## src/rtl/ppe_rr_arbiter_h.sv

```systemverilog
// ppe_rr_arbiter_h: two-level (group x member) round-robin arbiter with a
// registered grant offered on a valid/ready handshake.
//
// Build option: define PPE_RR_BURST_EN to let one requester keep up to
// MAX_BURST consecutive accepted grants while it keeps requesting.
//
// Ports:
//   clk        in   rising-edge clock
//   rst        in   asynchronous active-high reset
//   req        in   GROUPS*WIDTH request vector, bit g*WIDTH+i = member i of group g
//   gnt        out  registered one-hot grant, zero when gnt_valid=0
//   gnt_idx    out  registered flat index {group, member} of the offer
//   gnt_valid  out  offer valid
//   gnt_ready  in   consumer accepts the offer
//   group_req  out  combinational OR of each group's request slice
module ppe_rr_arbiter_h #(
    parameter int unsigned GROUPS    = 8,
    parameter int unsigned LOG_G     = 3,
    parameter int unsigned WIDTH     = 8,
    parameter int unsigned LOG_W     = 3,
    parameter int unsigned MAX_BURST = 4,
    parameter int unsigned BURST_W   = 2
) (
    input  logic                     clk,
    input  logic                     rst,
    input  logic [GROUPS*WIDTH-1:0]  req,
    output logic [GROUPS*WIDTH-1:0]  gnt,
    output logic [LOG_G+LOG_W-1:0]   gnt_idx,
    output logic                     gnt_valid,
    input  logic                     gnt_ready,
    output logic [GROUPS-1:0]        group_req
);

    localparam int unsigned N     = GROUPS * WIDTH;
    localparam int unsigned IDX_W = LOG_G + LOG_W;
    localparam bit CFG_OK = (GROUPS == (32'd1 << LOG_G)) && (WIDTH == (32'd1 << LOG_W)) &&
                            (MAX_BURST >= 32'd1) && (MAX_BURST <= (32'd1 << BURST_W));

    // Parameter sanity: an inconsistent configuration elaborates this marker block.
    if (!CFG_OK) begin : g_cfg_invalid
    end

    typedef enum logic {
        ST_IDLE  = 1'b0,
        ST_OFFER = 1'b1
    } state_t;

    state_t                        state_q, state_d;
    logic [LOG_G-1:0]              top_ptr_q;
    logic [GROUPS-1:0][LOG_W-1:0]  grp_ptr_q;
    logic [N-1:0]                  gnt_q, gnt_d;
    logic [IDX_W-1:0]              gnt_idx_q, gnt_idx_d;

    logic [GROUPS-1:0][WIDTH-1:0]  req_arr;
    logic [LOG_G-1:0]              cur_grp;
    logic [LOG_W-1:0]              cur_mem;
    logic                          handshake;
    logic                          burst_hold;
    logic                          advance;
    logic [LOG_G-1:0]              arb_top;
    logic [GROUPS-1:0][LOG_W-1:0]  arb_grp_ptr;
    logic                          win_any;
    logic [LOG_G-1:0]              win_grp;
    logic [LOG_W-1:0]              win_mem;
    logic [IDX_W-1:0]              win_idx;

    assign req_arr   = req;
    assign cur_grp   = gnt_idx_q[IDX_W-1:LOG_W];
    assign cur_mem   = gnt_idx_q[LOG_W-1:0];
    assign handshake = (state_q == ST_OFFER) && gnt_ready;
    assign advance   = handshake && !burst_hold;
    assign win_idx   = {win_grp, win_mem};

    // Per-group request summary
    always_comb begin : p_group_req
        group_req = '0;
        for (int unsigned g = 0; g < GROUPS; g++) begin
            group_req[g] = |req_arr[g];
        end
    end

`ifdef PPE_RR_BURST_EN
    localparam int unsigned BCW = BURST_W + 1;

    logic [BURST_W-1:0] burst_cnt_q, burst_cnt_d;

    // Keep the current requester while it still requests and has burst budget left
    assign burst_hold = handshake && req[gnt_idx_q] &&
                        ({1'b0, burst_cnt_q} < BCW'(MAX_BURST - 1));

    // Counter only moves on a handshake; any advance (including into IDLE) clears it
    always_comb begin : p_burst_next
        burst_cnt_d = burst_cnt_q;
        if (handshake) begin
            burst_cnt_d = burst_hold ? burst_cnt_q + BURST_W'(1) : '0;
        end
    end

    always_ff @(posedge clk or posedge rst) begin : p_burst_reg
        if (rst) begin
            burst_cnt_q <= '0;
        end else begin
            burst_cnt_q <= burst_cnt_d;
        end
    end
`else
    assign burst_hold = 1'b0;
`endif

    // Pointers used for this cycle's scan: already advanced past the accepted offer
    always_comb begin : p_arb_ptr
        arb_top     = top_ptr_q;
        arb_grp_ptr = grp_ptr_q;
        if (advance) begin
            arb_top              = cur_grp + LOG_G'(1);
            arb_grp_ptr[cur_grp] = cur_mem + LOG_W'(1);
        end
    end

    // Circular group scan starting at arb_top
    always_comb begin : p_grp_scan
        logic [LOG_G-1:0] g;
        g       = '0;
        win_any = 1'b0;
        win_grp = '0;
        for (int unsigned k = 0; k < GROUPS; k++) begin
            g = arb_top + LOG_G'(k);
            if (!win_any && group_req[g]) begin
                win_any = 1'b1;
                win_grp = g;
            end
        end
    end

    // Circular member scan inside the winning group
    always_comb begin : p_mem_scan
        logic [WIDTH-1:0] slice;
        logic [LOG_W-1:0] m;
        logic             found;
        slice   = req_arr[win_grp];
        m       = '0;
        found   = 1'b0;
        win_mem = '0;
        for (int unsigned k = 0; k < WIDTH; k++) begin
            m = arb_grp_ptr[win_grp] + LOG_W'(k);
            if (!found && slice[m]) begin
                found   = 1'b1;
                win_mem = m;
            end
        end
    end

    // FSM state register
    always_ff @(posedge clk or posedge rst) begin : p_state_reg
        if (rst) begin
            state_q <= ST_IDLE;
        end else begin
            state_q <= state_d;
        end
    end

    // FSM next state
    always_comb begin : p_next_state
        state_d = state_q;
        if (state_q == ST_IDLE) begin
            if (win_any) begin
                state_d = ST_OFFER;
            end
        end else begin
            if (advance && !win_any) begin
                state_d = ST_IDLE;
            end
        end
    end

    // Offer register next values; the offer is frozen until accepted
    always_comb begin : p_output
        logic load;
        gnt_d     = gnt_q;
        gnt_idx_d = gnt_idx_q;
        load      = 1'b0;
        if (state_q == ST_IDLE) begin
            load = win_any;
        end else if (advance) begin
            load = win_any;
            if (!win_any) begin
                gnt_d     = '0;
                gnt_idx_d = '0;
            end
        end
        if (load) begin
            gnt_d          = '0;
            gnt_d[win_idx] = 1'b1;
            gnt_idx_d      = win_idx;
        end
    end

    // Pointer and offer registers
    always_ff @(posedge clk or posedge rst) begin : p_data_reg
        if (rst) begin
            top_ptr_q <= '0;
            grp_ptr_q <= '0;
            gnt_q     <= '0;
            gnt_idx_q <= '0;
        end else begin
            top_ptr_q <= arb_top;
            grp_ptr_q <= arb_grp_ptr;
            gnt_q     <= gnt_d;
            gnt_idx_q <= gnt_idx_d;
        end
    end

    assign gnt       = gnt_q;
    assign gnt_idx   = gnt_idx_q;
    assign gnt_valid = (state_q == ST_OFFER);

endmodule

```

## config.mk

```make
export PLATFORM = sky130hd
export DESIGN_NAME = ppe_rr_arbiter_h
export DESIGN_NICKNAME = d
export VERILOG_FILES = /design/src/rtl/ppe_rr_arbiter_h.sv
export SDC_FILE = /design/constraint.sdc
export NUM_CORES = 1
export LEC_CHECK = 0
export CAP_MARGIN = 20
export CELL_PAD_IN_SITES_DETAIL_PLACEMENT = 0
export CELL_PAD_IN_SITES_GLOBAL_PLACEMENT = 1
export CORE_MARGIN = 5
export CORE_UTILIZATION = 37
export DETAILED_ROUTE_END_ITERATION = 10
export GPL_TIMING_DRIVEN = 0
export PLACE_DENSITY = 0.79
export SLEW_MARGIN = 10
export SYNTH_ARGS = -nofsm -noshare
export SYNTH_HDL_FRONTEND = slang
export SYNTH_SLANG_ARGS = --single-unit
```

## constraint.sdc

```tcl
create_clock -name clk -period 7 [get_ports clk]
set_input_delay 0.7 -clock clk [delete_from_list [all_inputs] [get_ports clk]]
set_output_delay 0.7 -clock clk [all_outputs]
set_load 0.05 [all_outputs]
```

==> results.sh, run 1 <==
export IMPL_outcome="finished, final reports clean"
export IMPL_vias_per_cell=6.258
export IMPL_avgSynthCellArea_um2=9.292
export IMPL_tightestPinTransition_ps=754.8
export IMPL_start_util_pct=37.47
export IMPL_cp_data_arrival_time_ps=7120
export IMPL_hold_buffers=0
export IMPL_cts_tree="yes"
export IMPL_synth_flop_cell="dfrtp_1"
export IMPL_synth_edff_count=0
export IMPL_netlist_instances=880
export IMPL_grt_usage_pct=24.55
export IMPL_drt_iter0_markers=934
export IMPL_crit_buf_inv=7
export IMPL_hold_viol=0
export IMPL_fin_crit_sh_pct=98.73
export IMPL_cts_buffers=9
export IMPL_cpLargestDelayFamily="compound AO/OA/AOI/OAI gates"
export IMPL_drive_gt1_share_pct=30.54
export IMPL_ys_warn_count=0
export IMPL_grt_util_met3_pct=3.561
export IMPL_fin_util_pct=54.71
export IMPL_drc_errors=0
export IMPL_antennaDiodeCount=0
export IMPL_worst_hold_startpoint="gnt[10]"
export IMPL_hold_path_class="flip-flop to flip-flop"
export IMPL_io_pin_count=146
export IMPL_worst_r2r_startpoint="gnt_idx[3]"
export IMPL_startpoint="req[40]"
export IMPL_clock_latency_ps=350
export IMPL_syn_area_um2=8177
export IMPL_skew_ps=15.57
export IMPL_root_buffer="clkbuf_16"
export IMPL_areaGrowthSynthToFinish_pct=46.01
export IMPL_startpoint_type="primary input"
export IMPL_io_buffers=145
export IMPL_peakVddDrop_mv=0.5836
export IMPL_layout_nets=1201
export IMPL_cp_end_kind="flip-flop"
export IMPL_cap_violations=0
export IMPL_seq_area_frac_synth_pct=29.99
export IMPL_placed_cell_area_um2=10050
export IMPL_synth_cell_types=113
export IMPL_setup_viol=0
export IMPL_syn_nets=953
export IMPL_cts_sinks=98
export IMPL_grtUsageMet1_pct=34.86
export IMPL_grt_pass1_vias=8292
export IMPL_routedWlPerCell_um=23.07
export IMPL_p_per_area_nw_per_um2=599.7
export IMPL_via_count=8843
export IMPL_hpwl_mm=24.07
export IMPL_core_area_um2=21820
export IMPL_busiest_layer="met2"
export IMPL_clk_path_buf_depth=2
export IMPL_path_clk_slew_ps=70
export IMPL_worstSetupPathType="primary input to flip-flop"
export IMPL_gr_usage_met2_pct=38.95
export IMPL_ant_nets=0
export IMPL_rows=54
export IMPL_dieArea_um2=25170
export IMPL_ys_ff_latch=98
export IMPL_wl_mm=32.60
export IMPL_max_freq_ghz=0.1447
export IMPL_fp_dieW_um=158.7
export IMPL_ys_async_sr_fraction_pct=100.0
export IMPL_antenna_found_initial=0
export IMPL_htree_levels=3
export IMPL_fin_area_um2=11940
export IMPL_max_slew_margin_pct=49.32
export IMPL_p_leak_nw=4.698
export IMPL_finalPower_mw=7.160
export IMPL_crit_fanout=6
export IMPL_grt_overflow_total=0
export IMPL_grt_pass1_wl_mm=48.24
export IMPL_die_y_um=158.7
export IMPL_grt_max_degree=55
export IMPL_gp_congestion=0.9697
export IMPL_dr_pass1_iters=6
export IMPL_fin_crit_ps=6911
export IMPL_cp_slowest_cell="o21ai_1"
export IMPL_cp_slowest_stage_delay_ps=600
export IMPL_cp_required_ps=7210
export IMPL_finalMaxSlewViolations=0
[registers in the layout, indices dropped and copies added (netlist names)]
register / flops
grp_ptr_q: 24
gnt_idx: 6
gnt: 64
gnt_valid: 1
top_ptr_q: 3
[area by class of cell]
| cell class | instances | area, um^2 |
|---|---|---|
| inverter | 16 | 80.08 |
| multi-input combinational | 709 | 5973 |
| tap | 280 | 350.3 |
| buffer | 57 | 515.5 |
| clock buffer | 11 | 232.7 |
| clock inverter | 5 | 38.79 |
| timing repair buffer | 237 | 2293 |
| sequential | 98 | 2455 |
| fill | 1933 | 9884 |
[cells in the final DEF (no fill, tap or decap), drive strengths merged, types with 9 or more instances in the layout]
master,netlist,routed
nand4,13,13
a21o,9,9
and2,10,10
o21ai,68,68
clkdlybuf4s50,0,144
nand3,31,31
o2111ai,13,13
inv,16,17
dfrtp,98,98
nand2,131,131
mux2i,24,24
a21oi,35,35
o22ai,10,10
and3,15,15
o31ai,43,43
a311oi,10,10
clkbuf,9,23
mux2,16,16
nor3,16,16
o41ai,18,18
nor2,37,37
mux4,11,11
buf,43,133
nor4,24,24
a211oi,24,24
o211ai,18,18
[Yosys cell counts (16+ instances only)]
cell | count | share of area, %
dfrtp_1 | 98 | 30
a211oi_1 | 22 | 2.0
nand3_1 | 26 | 1.6
a21oi_1 | 32 | 2.0
nand2_1 | 127 | 5.8
mux2i_1 | 23 | 2.8
nor4_1 | 20 | 1.5
buf_4 | 21 | 1.9
o21ai_0 | 43 | 2.6
o31ai_1 | 41 | 3.8
o41ai_2 | 16 | 3.2
o21ai_1 | 19 | 1.2
nor2_1 | 33 | 1.5
[where the power goes]
| group | switching [mW] | total (mW) | internal, mW |
|---|---|---|---|
| Combinational | 3.47 | 5.97 | 2.50 |
| Sequential | 0.0530 | 0.727 | 0.674 |
| Clock | 0.221 | 0.465 | 0.244 |
| Total | 3.74 | 7.16 | 3.42 |
[stage by stage]
step                setup TNS [ps]  cells  setup slack (ps)  hold slack [ps]
floorplan                        0    880             13.47            449.3
global placement           -117800   1305             -1899            460.1
detailed placement         -108640   1306             -1755            466.8
CTS                         -55.50   1369            -11.52            482.5
global route                -591.2   1413            -53.02            512.1
finish                           0   1413             89.23            478.1
[worst reg2reg max path: cells and delay by family, from the launching register on]
family	cells	cell delay, ps
compound gates	8	1830
fa+ha+maj	3	650
buf+inv	10	1200
flops	1	440
mux	2	780
simple gates	11	1820
[final timing paths]
path                       slack, ps  cells after the start         end
max                               90                     28     gnt[56]
min                              480                      2     gnt[10]
max reg2reg                      170                     34     gnt[56]
min reg2reg                      480                      2     gnt[10]
max in group asynchronous       5520                      3  gnt_idx[3]
min in group asynchronous        830                      2     gnt[58]
[cell families (layout without fill, tap and decap cells)]
family / Yosys count / count (layout) / synth area share, %
adder cells (fa/ha/maj): 6 / 6 / 0.9181
XOR/XNOR: 3 / 3 / 0.3214
flip-flops: 98 / 98 / 29.99
AO/OA/AOI/OAI: 348 / 348 / 35.29
AND/OR/NAND/NOR: 301 / 301 / 19.66
multiplexers: 51 / 51 / 8.263
buffers and inverters: 73 / 326 / 5.555
[repair_timing]
action,in CTS,in global routing
resized for setup,104,70
setup buffers,47,45
setup endpoints to repair,67,66
pin swaps,34,36
cloned,3,0
[routing by layer]
layer  up-vias  wire [um]
met2       450      15140
met4         0        969
met1      4330      13910
met5         -          0
met3        59       2578
li1       4004          -
No activity file was read; power rests on OpenSTA's default activity.
==> inputs of run 2 (changes only) <==
--- a/config.mk
+++ b/config.mk
@@ -5,7 +5,6 @@
 export SDC_FILE = /design/constraint.sdc
 export NUM_CORES = 1
 export LEC_CHECK = 0
-export CAP_MARGIN = 20
 export CELL_PAD_IN_SITES_DETAIL_PLACEMENT = 0
 export CELL_PAD_IN_SITES_GLOBAL_PLACEMENT = 1
 export CORE_MARGIN = 5
==> results of run 2 <==
Final layout, timing and power as in run 1 (identical DEF).
==> inputs of run 3 (changes only) <==
--- a/config.mk
+++ b/config.mk
@@ -7,7 +7,6 @@
 export LEC_CHECK = 0
 export CELL_PAD_IN_SITES_DETAIL_PLACEMENT = 0
 export CELL_PAD_IN_SITES_GLOBAL_PLACEMENT = 1
-export CORE_MARGIN = 5
 export CORE_UTILIZATION = 37
 export DETAILED_ROUTE_END_ITERATION = 10
 export GPL_TIMING_DRIVEN = 0
==> results.sh, run 3 (same netlist as run 1, synthesis figures left out) <==
export IMPL_finalMaxSlewViolations=0
export IMPL_setup_tns_ps=0
export IMPL_cts_buffers=9
export IMPL_root_buffer="clkbuf_16"
export IMPL_p_leak_nw=4.792
export IMPL_htree_levels=3
export IMPL_final_cell_mix="clkdlybuf4s50_1 (144), nand2_1 (119), dfrtp_1 (96)"
export IMPL_dieArea_um2=22700
export IMPL_max_freq_ghz=0.1456
export IMPL_antennaDiodeCount=0
export IMPL_core_area_um2=21760
export IMPL_routedWlPerCell_um=22.84
export IMPL_cp_end_kind="flip-flop"
export IMPL_antenna_found_initial=0
export IMPL_drt_iter0_markers=998
export IMPL_start_util_pct=37.58
export IMPL_io_buffers=145
export IMPL_gp_congestion=0.9388
export IMPL_layout_nets=1206
export IMPL_tightestPinTransition_ps=703.8
export IMPL_die_y_um=150.7
export IMPL_io_pin_count=146
export IMPL_peakVddDrop_mv=0.5361
export IMPL_vias_per_cell=6.298
export IMPL_max_slew_margin_pct=52.72
export IMPL_dr_pass1_iters=5
export IMPL_cts_tree="yes"
export IMPL_rows=54
export IMPL_hold_path_class="flip-flop to flip-flop"
export IMPL_fin_util_pct=56.10
export IMPL_areaGrowthSynthToFinish_pct=49.27
export IMPL_drc_errors=0
export IMPL_grt_overflow_total=0
export IMPL_clk_path_buf_depth=2
export IMPL_via_count=8931
export IMPL_fp_dieW_um=150.7
export IMPL_p_per_area_nw_per_um2=628.9
export IMPL_setup_slack_ps=129.7
export IMPL_cp_data_arrival_time_ps=7080
export IMPL_hpwl_mm=23.30
export IMPL_grt_pass1_vias=8446
export IMPL_setup_viol=0
export IMPL_post_place_ws_ps=-1830
export IMPL_outcome="finished, final reports clean"
export IMPL_worstSetupPathType="primary input to flip-flop"
export IMPL_hold_buffers=0
export IMPL_final_common_cell="clkdlybuf4s50_1"
export IMPL_ant_nets=0
export IMPL_cp_required_ps=7200
export IMPL_fin_crit_ps=6870
export IMPL_crit_fanout=6
export IMPL_cap_violations=0
export IMPL_skew_ps=8.599
export IMPL_grt_usage_pct=27.98
export IMPL_drive_gt1_share_pct=32.51
export IMPL_finalPower_mw=7.676
export IMPL_wl_mm=32.39
export IMPL_fin_crit_sh_pct=98.15
export IMPL_path_clk_slew_ps=70
export IMPL_hold_viol=0
export IMPL_startpoint_type="primary input"
export IMPL_cts_sinks=98
export IMPL_grt_max_degree=65
export IMPL_largest_reg_flops=64
export IMPL_clock_latency_ps=340
export IMPL_grt_pass1_wl_mm=48.86
[run 3: stage by stage]
stage                     hold slack [ps]  std cells  area, um^2
final                               479.6       1418       12210
after global routing                500.8       1418       12210
after CTS                           482.4       1377       11470
after detailed placement            467.3       1306       10050
after global placement              461.2       1305       10020
after floorplan                     449.3        880        8217
[run 3: path summary, 6_finish.rpt]
path	start	to	slack, ps	cells after the start
setup reg to reg	gnt_idx[3]	gnt[40]	190	34
setup / recovery	req[52]	gnt[40]	130	27
max in group asynchronous	rst	gnt[45]	5580	3
hold reg to reg	gnt[61]	gnt[61]	480	2
min in group asynchronous	rst	top_ptr_q[2]	750	2
hold / removal	gnt[61]	gnt[61]	480	2
[run 3: repair_timing]
item                       in CTS  in global routing
cloned                          4                  2
gates resized for setup       126                 74
setup buffers                  51                 40
setup endpoints to repair      67                 67
pin swaps                      36                 31
[run 3: power breakdown]
| group | switching (mW) | internal, mW | total, mW |
|---|---|---|---|
| Combinational | 3.60 | 2.84 | 6.45 |
| Sequential | 0.0507 | 0.675 | 0.725 |
| Clock | 0.215 | 0.289 | 0.504 |
[run 3: final cells by class]
cell class | count | area, um^2
Buffer | 56 | 515.5
Multi-Input combinational cell | 709 | 6083
Tap cell | 280 | 350.3
Sequential cell | 98 | 2455
Inverter | 16 | 80.08
Timing Repair Buffer | 243 | 2416
Clock buffer | 11 | 242.7
Fill cell | 1897 | 9550
Clock inverter | 5 | 62.56
[run 3: layer usage]
metal,GRT usage [%],up-vias,wire [um]
met5,0,-,0
met4,7.050,0,670
met3,4.152,58,2376
met2,43.80,461,15020
met1,40.13,4394,14330
li1,-,4018,-
[run 3: worst max-delay path, stage by stage]
cell	delay, ps
clkdlybuf4s50_1	540
nor4_4	460
nand2_1	260
o21a_1	290
mux4_2	550
o31ai_4	210
buf_6	160
nor2_8	50
o21a_4	230
nor2_8	210
mux2_4	360
a22o_4	280
nor2_8	130
inv_6	50
buf_12	120
ha_4	170
a211oi_4	190
nand2_2	170
and2_4	230
o2111ai_4	220
nand3_4	140
or3_4	400
a32oi_4	350
o21a_4	240
buf_12	130
clkbuf_16	140
o41ai_2	70
